**config.mk**
```make
export PLATFORM = sky130hd
export DESIGN_NAME = gpio_io
export DESIGN_NICKNAME = d
export VERILOG_FILES = /design/src/rtl/gpio_io_pkg.sv /design/src/rtl/seg7_decode.sv /design/src/rtl/gpio_io.sv
export SDC_FILE = /design/constraint.sdc
export NUM_CORES = 1
export LEC_CHECK = 0
export BUFFER_PORTS_ARGS = -buffer_cell sky130_fd_sc_hd__buf_2
export CORE_UTILIZATION = 40
export CTS_BUF_LIST = sky130_fd_sc_hd__clkbuf_4 sky130_fd_sc_hd__clkbuf_8
export CTS_CLUSTER_DIAMETER = 40
export DETAILED_ROUTE_END_ITERATION = 10
export SLEW_MARGIN = 10
export SYNTH_ARGS = -nofsm -noshare
export SYNTH_HDL_FRONTEND = slang
export SYNTH_SLANG_ARGS = --single-unit
```
**constraint.sdc**
```tcl
create_clock -name clk -period 2.2 [get_ports clk]
set_input_delay 0.22 -clock clk [delete_from_list [all_inputs] [get_ports clk]]
set_output_delay 0.22 -clock clk [all_outputs]
set_load 0.02 [all_outputs]
```
**src/rtl/gpio_io_pkg.sv**
```systemverilog
// gpio_io_pkg -- shared definitions for the gpio_io block.
//   SW_W        : number of board switches
//   DIGITS      : number of 7-segment digits on the display
//   db_state_e  : switch debounce FSM states
//   SEG_*       : active-low segment images for 0-F, bit order {g,f,e,d,c,b,a}
//   SEG_TABLE   : the same images indexed by nibble value
//   HEX_ZERO    : full display image with every digit showing 0
package gpio_io_pkg;

  localparam int SW_W   = 18;
  localparam int DIGITS = 8;

  typedef enum logic [0:0] {
    DB_IDLE  = 1'b0,
    DB_COUNT = 1'b1
  } db_state_e;

  localparam logic [6:0] SEG_0 = 7'b1000000;
  localparam logic [6:0] SEG_1 = 7'b1111001;
  localparam logic [6:0] SEG_2 = 7'b0100100;
  localparam logic [6:0] SEG_3 = 7'b0110000;
  localparam logic [6:0] SEG_4 = 7'b0011001;
  localparam logic [6:0] SEG_5 = 7'b0010010;
  localparam logic [6:0] SEG_6 = 7'b0000010;
  localparam logic [6:0] SEG_7 = 7'b1111000;
  localparam logic [6:0] SEG_8 = 7'b0000000;
  localparam logic [6:0] SEG_9 = 7'b0010000;
  localparam logic [6:0] SEG_A = 7'b0001000;
  localparam logic [6:0] SEG_B = 7'b0000011;
  localparam logic [6:0] SEG_C = 7'b1000110;
  localparam logic [6:0] SEG_D = 7'b0100001;
  localparam logic [6:0] SEG_E = 7'b0000110;
  localparam logic [6:0] SEG_F = 7'b0001110;

  // Leftmost entry is index 15, so SEG_TABLE[n] is the image for nibble n.
  localparam logic [15:0][6:0] SEG_TABLE = {
    SEG_F, SEG_E, SEG_D, SEG_C, SEG_B, SEG_A, SEG_9, SEG_8,
    SEG_7, SEG_6, SEG_5, SEG_4, SEG_3, SEG_2, SEG_1, SEG_0
  };

  localparam logic [DIGITS*7-1:0] HEX_ZERO = {DIGITS{SEG_0}};

endpackage

```
**src/rtl/seg7_decode.sv**
```systemverilog
// seg7_decode -- combinational nibble to active-low 7-segment decoder.
//   nib : 4-bit value to display
//   seg : segment image {g,f,e,d,c,b,a}, 0 = segment lit
module seg7_decode
  import gpio_io_pkg::*;
(
  input  logic [3:0] nib,
  output logic [6:0] seg
);

  always_comb begin
    seg = SEG_TABLE[nib];
  end

endmodule

```
**src/rtl/gpio_io.sv**
```systemverilog
// gpio_io -- switch debouncer and 8-digit display front end for a CPU GPIO port.
//   clk          : single clock, all state on posedge
//   rst          : synchronous active-low reset
//   sw_in        : raw asynchronous switches (18)
//   cpu_gpio_out : word written by the CPU, shown on the display
//   cpu_gpio_in  : {14'b0, debounced switches} returned to the CPU
//   hex_out      : 8 active-low digits, digit k in bits [7k+6:7k]
//   out_strobe   : one-cycle pulse when a new cpu_gpio_out value is accepted
//   disp_ovf     : displayed decimal value truncated (BCD build only)
// Build option: define GPIO_IO_BCD_EN to show the value in decimal through a
// sequential double-dabble converter; otherwise the display is hexadecimal
// and disp_ovf is tied low.
module gpio_io
  import gpio_io_pkg::*;
#(
  parameter int DEBOUNCE_CYCLES = 16
) (
  input  logic                  clk,
  input  logic                  rst,
  input  logic [SW_W-1:0]       sw_in,
  input  logic [31:0]           cpu_gpio_out,
  output logic [31:0]           cpu_gpio_in,
  output logic [DIGITS*7-1:0]   hex_out,
  output logic                  out_strobe,
  output logic                  disp_ovf
);

  localparam logic [0:0]  IDLE     = DB_IDLE;
  localparam logic [0:0]  COUNT    = DB_COUNT;
  localparam logic [15:0] CNT_LAST = 16'(DEBOUNCE_CYCLES - 1);

  // ---------------------------------------------------------------
  // Switch synchronizer and debounce
  // ---------------------------------------------------------------
  logic [SW_W-1:0] sync1_reg;
  logic [SW_W-1:0] sync2_reg;
  logic [SW_W-1:0] cand_reg;
  logic [SW_W-1:0] stable_sw_reg;
  logic [15:0]     cnt_reg;
  logic [0:0]      state_reg;
  logic [31:0]     cpu_gpio_in_reg;

  always_ff @(posedge clk) begin
    if (!rst) begin
      sync1_reg       <= '0;
      sync2_reg       <= '0;
      cand_reg        <= '0;
      stable_sw_reg   <= '0;
      cnt_reg         <= '0;
      state_reg       <= IDLE;
      cpu_gpio_in_reg <= '0;
    end else begin
      sync1_reg <= sw_in;
      sync2_reg <= sync1_reg;
      case (state_reg)
        IDLE: begin
          if (sync2_reg != stable_sw_reg) begin
            cand_reg  <= sync2_reg;
            cnt_reg   <= '0;
            state_reg <= COUNT;
          end
        end
        default: begin
          if (sync2_reg == cand_reg) begin
            if (cnt_reg == CNT_LAST) begin
              // The CPU word is loaded on the same edge as stable_sw so it
              // only ever moves when the debounced value moves.
              stable_sw_reg   <= cand_reg;
              cpu_gpio_in_reg <= {{(32-SW_W){1'b0}}, cand_reg};
              state_reg       <= IDLE;
            end else begin
              cnt_reg <= cnt_reg + 16'd1;
            end
          end else if (sync2_reg == stable_sw_reg) begin
            state_reg <= IDLE;
          end else begin
            cand_reg <= sync2_reg;
            cnt_reg  <= '0;
          end
        end
      endcase
    end
  end

  assign cpu_gpio_in = cpu_gpio_in_reg;

  // ---------------------------------------------------------------
  // Output word capture and change strobe
  // ---------------------------------------------------------------
  logic [31:0] out_q_reg;
  logic [31:0] disp_val_reg;
  logic        strobe_reg;
  logic        load;

  assign load = (out_q_reg != disp_val_reg);

  always_ff @(posedge clk) begin
    if (!rst) begin
      out_q_reg    <= '0;
      disp_val_reg <= '0;
      strobe_reg   <= 1'b0;
    end else begin
      out_q_reg  <= cpu_gpio_out;
      strobe_reg <= load;
      if (load) begin
        disp_val_reg <= out_q_reg;
      end
    end
  end

  assign out_strobe = strobe_reg;

  // ---------------------------------------------------------------
  // Display decode
  // ---------------------------------------------------------------
  logic [31:0]          nib_src;
  logic [DIGITS*7-1:0]  seg_img;
  logic [DIGITS*7-1:0]  hex_reg;

  for (genvar gi = 0; gi < DIGITS; gi++) begin : g_dec
    seg7_decode u_dec (
      .nib (nib_src[4*gi +: 4]),
      .seg (seg_img[7*gi +: 7])
    );
  end

`ifdef GPIO_IO_BCD_EN
  // Double-dabble: 10 BCD digits cover the full 32-bit range; only the low
  // 8 are displayed and the upper two flag truncation.
  logic [31:0] bin_reg;
  logic [39:0] bcd_reg;
  logic [39:0] bcd_adj;
  logic [4:0]  iter_reg;
  logic        busy_reg;
  logic        done_reg;
  logic        ovf_reg;

  for (genvar gi = 0; gi < 10; gi++) begin : g_dabble
    assign bcd_adj[4*gi +: 4] = (bcd_reg[4*gi +: 4] >= 4'd5) ?
                                (bcd_reg[4*gi +: 4] + 4'd3) : bcd_reg[4*gi +: 4];
  end

  always_ff @(posedge clk) begin
    if (!rst) begin
      bin_reg  <= '0;
      bcd_reg  <= '0;
      iter_reg <= '0;
      busy_reg <= 1'b0;
      done_reg <= 1'b0;
      ovf_reg  <= 1'b0;
      hex_reg  <= HEX_ZERO;
    end else begin
      // A new value always restarts the converter (latest wins).
      if (load) begin
        bin_reg  <= out_q_reg;
        bcd_reg  <= '0;
        iter_reg <= '0;
        busy_reg <= 1'b1;
        done_reg <= 1'b0;
      end else if (busy_reg) begin
        bcd_reg  <= {bcd_adj[38:0], bin_reg[31]};
        bin_reg  <= {bin_reg[30:0], 1'b0};
        iter_reg <= iter_reg + 5'd1;
        if (iter_reg == 5'd31) begin
          busy_reg <= 1'b0;
          done_reg <= 1'b1;
        end
      end else begin
        done_reg <= 1'b0;
      end
      // Extra stage after the last shift: display and overflow move together.
      if (done_reg) begin
        hex_reg <= seg_img;
        ovf_reg <= |bcd_reg[39:32];
      end
    end
  end

  assign nib_src  = bcd_reg[31:0];
  assign disp_ovf = ovf_reg;
`else
  // Hex image is decoded from the value being loaded so it is valid in the
  // same cycle as the strobe.
  always_ff @(posedge clk) begin
    if (!rst) begin
      hex_reg <= HEX_ZERO;
    end else if (load) begin
      hex_reg <= seg_img;
    end
  end

  assign nib_src  = out_q_reg;
  assign disp_ovf = 1'b0;
`endif

  assign hex_out = hex_reg;

endmodule

```
[Word-level counts from Yosys, hierarchy flattened]
Memory sizes are Yosys's and may differ from the RTL's. A register that Yosys moved wholly into a read port is not among the register bits.
Index checks and enable logic that the tools add are counted.
Storage, ports and cells
  register bits after elaboration: 154
  memories: 8
  bits in writable memories: 0
  memory bits (read-only): 896
  bits of input ports: 52
  latch bits: 0
Cells by class
  mux-type cells: 14
  $mul: 0
  eq/ne operators: 9
  divide/modulo/power cells: 0
  reduce and logical (&&, ||, !) cells: 12
  add/subtract/negate cells: 1
  order comparisons: 0
  shift operators: 0
  bitwise logic cells: 0
Memory list
  (name not given): words 16, bits a word 7, rd ports 1, clocked after memory_dff 1, write ports 0, RTL line seg7_decode.sv:12  | seg = SEG_TABLE[nib];
  (name not given): words 16, bits a word 7, rd ports 1, clocked after memory_dff 1, write ports 0, RTL line seg7_decode.sv:12
  (name not given): words 16, bits a word 7, rd ports 1, clocked after memory_dff 1, write ports 0, RTL line seg7_decode.sv:12
  (name not given): words 16, bits a word 7, rd ports 1, clocked after memory_dff 1, write ports 0, RTL line seg7_decode.sv:12
  (name not given): words 16, bits a word 7, rd ports 1, clocked after memory_dff 1, write ports 0, RTL line seg7_decode.sv:12
  (name not given): words 16, bits a word 7, rd ports 1, clocked after memory_dff 1, write ports 0, RTL line seg7_decode.sv:12
  2 more memories
Operators with widths (count)
  $mux 16: 5
  $mux 18: 4
  $eq 18x18->1: 2
  $ne 32x32->1: 1
  $ne 18x18->1: 1
  $add 16x1->16 const B: 1
  $eq 16x4->1 const B: 1
  $reduce_and 3->1: 3
  $logic_not 1->1: 8
  $ne 3x3->1 const B: 2
  $mux 1: 5
  $ne 2x2->1 const B: 2
  $reduce_bool 2->1: 1

[Logic depth before layout (Yosys ltp)]
  depth in word-level cells: 4
  mapped depth: 9
  depth with buffers taken out: 8

[Hierarchy]
From an unflattened synthesis, not the netlist that was laid out.
Unflattened totals
  cell total of the unflattened synthesis: 1016
  area, all modules: 9987.1 um2
By module, submodules not included
  gpio_io: area each 7785.0 um2, sequential area each 4204.0 um2, cells each 760, instances 1
  seg7_decode: area each 275.3 um2, sequential area each 0.0 um2, cells each 32, instances 8

[Least setup slack after synthesis]
No wires, ideal clock.
  path kind: register to register
  start: reg stable_sw_reg[11]
  end: reg cand_reg[1]
  cell stages (with the launch flop): 9
  library setup time: 0.072 ns
  arrival: 1.792 ns
  required time: 2.128 ns
  path buffers: 2
  slack: 0.337 ns
  period minus slack after synthesis: 1.863 ns
  path through: dfxtp_1 xor2_1 nor4_1 nand3_1 nor4_2 or2_1 buf_4 buf_6 mux2i_1
On the way
  longest elaborated chain between the ends: 3
Ends and longest elaborated chain
  start, declared: RTL line gpio_io.sv:38  | logic [SW_W-1:0] stable_sw_reg;
  start signal, assigned: RTL line gpio_io.sv:68  | stable_sw_reg <= cand_reg;
  $eq 18x18->1 or $ne 18x18->1 (tied branches): RTL line gpio_io.sv:74, gpio_io.sv:57
  $ne 2x2->1 (no line) or $reduce_bool 2->1 (tied branches)
  $reduce_and 3->1 (no line) *
  end signal, assigned: RTL line gpio_io.sv:58  | cand_reg <= sync2_reg;
  end signal, assigned: RTL line gpio_io.sv:77  | cand_reg <= sync2_reg;
  end, declared: RTL line gpio_io.sv:37  | logic [SW_W-1:0] cand_reg;
Mark *: on every way between the ends. The rest lies on a longest branch, timed or not.
A chain may end at the register's enable or synchronous reset.

[Worst setup path in the final report]
  start: reg out_q_reg[29] (netlist: nib_src[29])
  end: reg hex_reg[55] (netlist: hex_out[55])
On the way
  longest elaborated chain between the ends: 1
Ends and longest elaborated chain
  start, declared: RTL line gpio_io.sv:90  | logic [31:0] out_q_reg;
  start signal, assigned: RTL line gpio_io.sv:103  | out_q_reg <= cpu_gpio_out;
  $ne 32x32->1: RTL line gpio_io.sv:95  | assign load = (out_q_reg != disp_val_reg);
  end, declared: RTL line gpio_io.sv:118  | logic [DIGITS*7-1:0] hex_reg;
Several ways; a longest one is shown, not always the timed one.

==> impl_metrics.env <==
export IMPL_num_rows=57
export IMPL_relSlewSlack_pct=59.2
export IMPL_grt_max_degree=158
export IMPL_tightest_slew_ns=0.611
export IMPL_cp_cell_sequence="xnor2_1, nand4_1, nor4_4, nand2_4, buf_12, mux2i_1, nand2_1"
export IMPL_firstDrtPassIters=5
export IMPL_initial_core_util_pct=40.6
export IMPL_wl_per_cell_microns=14.3
export IMPL_vias=7564
export IMPL_cts_buffer_depth=3
export IMPL_nets=1323
export IMPL_finalSetupViolCount=0
export IMPL_hp_class="in -> reg"
export IMPL_critPathKind="reg -> reg"
export IMPL_drtIter0Drc=378
export IMPL_cp_max_fo=58
export IMPL_period_share_pct=93.0
export IMPL_grt_pass1_vias=7196
export IMPL_cts_root_buf="clkbuf_8"
export IMPL_regArea_sq_um=4210
export IMPL_cts_tree="done"
export IMPL_yosys_top_cells_area="dfxtp_1, ha_1, and2_1"
export IMPL_ys_warn_count=0
export IMPL_grt_pass1_wl_microns=37100
export IMPL_slowest_stage="dfxtp_1"
export IMPL_power_total_w=0.00953
export IMPL_syn_area_sq_um=9850
export IMPL_grt_overflow=0
export IMPL_fillers=2301
export IMPL_fin_setup_tns_ns=0
export IMPL_pin_count=142
export IMPL_ant_nets=0
export IMPL_htree_levels=2
export IMPL_routabilityCongestion=0.842
export IMPL_fin_crit_ns=2.05
export IMPL_status="completed"
export IMPL_p_leak_nw=5.40
export IMPL_ys_async_sr_fraction_pct=0
export IMPL_synth_largest_area_cell="dfxtp_1"
export IMPL_area_delta_synth_final_pct=24.6
export IMPL_synth_edf_count=0
export IMPL_critPathArrivalTime_ns=2.42
export IMPL_crit_start="nib_src[29]"
export IMPL_antenna_found_initial=0
export IMPL_dp_hpwl_microns=15000
export IMPL_dpl_cell_count=1455
export IMPL_drive_above_1_share_pct=23.6
export IMPL_track_usage_pct=17.8
export IMPL_max_stage_delay_ns=0.49
export IMPL_cts_sinks=210
export IMPL_final_common_cell="dfxtp_1"
export IMPL_io_buffers=126
export IMPL_dieArea_sq_um=25300
export IMPL_post_cts_setup_buffers=0
export IMPL_min_from="rst"
export IMPL_drc=0
export IMPL_r2r_start="nib_src[29]"
export IMPL_syn_inst=1038
export IMPL_largest_reg_flops=56
export IMPL_grt_setup_unrepaired="false"
export IMPL_final_max_slew_violation_count=0
export IMPL_clock_skew_ns=0.0215
export IMPL_drv_cap=0
export IMPL_syn_avg_cell_area_sq_um=9.49
export IMPL_totalWireLength_microns=22500
export IMPL_ys_seq_area_share_pct=42.7
export IMPL_multi_input_area_sq_um=5150
export IMPL_holdWs_ns=0.181
export IMPL_drt_vias_per_instance=4.80
export IMPL_ys_ff_latch=210
export IMPL_path_buf_inv=1
export IMPL_synth_top_area_share_pct=42.7
export IMPL_core_sq_um=24200
export IMPL_end_kind="flop"
export IMPL_ir_worst_vdd_v=0.000501
export IMPL_antenna_cells=0
export IMPL_synth_main_ff_cell="dfxtp_1"
export IMPL_max_clock_freq_mhz=489
export IMPL_die_h_microns=159
export IMPL_clk_pin_slew_worst_paths_ns=0.06
export IMPL_final_cell_count_no_fill=1577
export IMPL_p_per_area_nw_per_um2=777
export IMPL_synth_cell_type_count=54
export IMPL_die_w_microns=159
export IMPL_cp_top_family="simple AND/OR/NAND/NOR gates"
export IMPL_layout_common_cells="dfxtp_1, buf_2, nor2_1"
export IMPL_startpoint_type="flop"
export IMPL_cts_buffers=39
export IMPL_hold_viol=0
export IMPL_worstPathRequired_ns=2.58
export IMPL_clock_latency_ns=0.52
==> worst paths after layout <==
kind	endpoint	slack, ns	cells after the start
worst max-delay path	hex_out[55]	0.15	7
worst min-delay path	hex_out[1]	0.18	3
worst max register to register	hex_out[55]	0.15	7
worst min register to register	sync2_reg[12]	0.43	1
==> logic make-up (layout without fill, tap and decap cells) <==
family                   Yosys count  after routing  synth area share (%)
AND/OR/NAND/NOR                  390            390                  20.5
flip-flops                       210            210                  42.7
AO/OA/AOI/OAI                    150            150                  12.0
buffers and inverters            112            313                  5.59
XOR/XNOR                          69             69                  6.21
multiplexers                      57             57                  6.72
adder cells (fa/ha/maj)           49             49                  6.23
other                              1             15                0.0381
==> tightest hold or removal path, stage by stage <==
cell,delay (ns)
buf_4,0.13
clkinv_2,0.25
a211oi_2,0.05
==> routing by layer <==
metal | track usage (%) | vias up | share of wire (%) | wire, microns
met4 | 6.21 | 0 | 2.5 | 563
met3 | 4.26 | 41 | 5.8 | 1310
met2 | 28.4 | 171 | 44 | 9980
met1 | 23.5 | 3464 | 47 | 10600
met5 | 0 | - | 0 | 0
li1 | - | 3888 | - | -
==> per-stage QoR <==
stage / cell area (sq um) / utilization (%) / worst slack, ns
floorplan: 9900 / - / 0.337
global placement: 10800 / 44.7 / 0.182
detailed placement: 10800 / 44.7 / 0.146
CTS: 12300 / 50.6 / 0.129
global route: 12300 / 50.6 / 0.00968
finish: 12300 / 50.6 / 0.155
==> synthesized netlist by cell type (9+ instances only) <==
cell / n
nand4_1: 14
nand3_1: 53
o211a_1: 9
and2_1: 86
clkbuf_1: 49
dfxtp_1: 210
o21ai_0: 37
a21oi_1: 26
a211oi_2: 30
mux2i_1: 47
ha_1: 49
xnor2_1: 52
inv_1: 27
nor2_1: 99
buf_4: 16
nand2_1: 74
nand2b_1: 18
xor2_1: 16
==> where the power goes <==
group          internal (W)  switching, W  total, W
combinational      0.000487      0.000590   0.00108
sequential          0.00397      0.000116   0.00409
clock               0.00271       0.00166   0.00437
==> timing repair <==
action | in CTS | in global routing
hold buffers | 50 | 0
endpoints found under the hold margin | 50 | 0
endpoints found under the setup margin | 0 | 4
gates resized for setup | 0 | 1
==> layout make-up <==
type	instances	area share, %
sequential	210	34.3
tap	324	3.30
timing repair buffer	213	12.0
clock inverter	16	1.77
inverter	28	0.866
multi-input combinational	730	42.0
clock buffer	56	5.82
(Power assumes the default switching activity.)
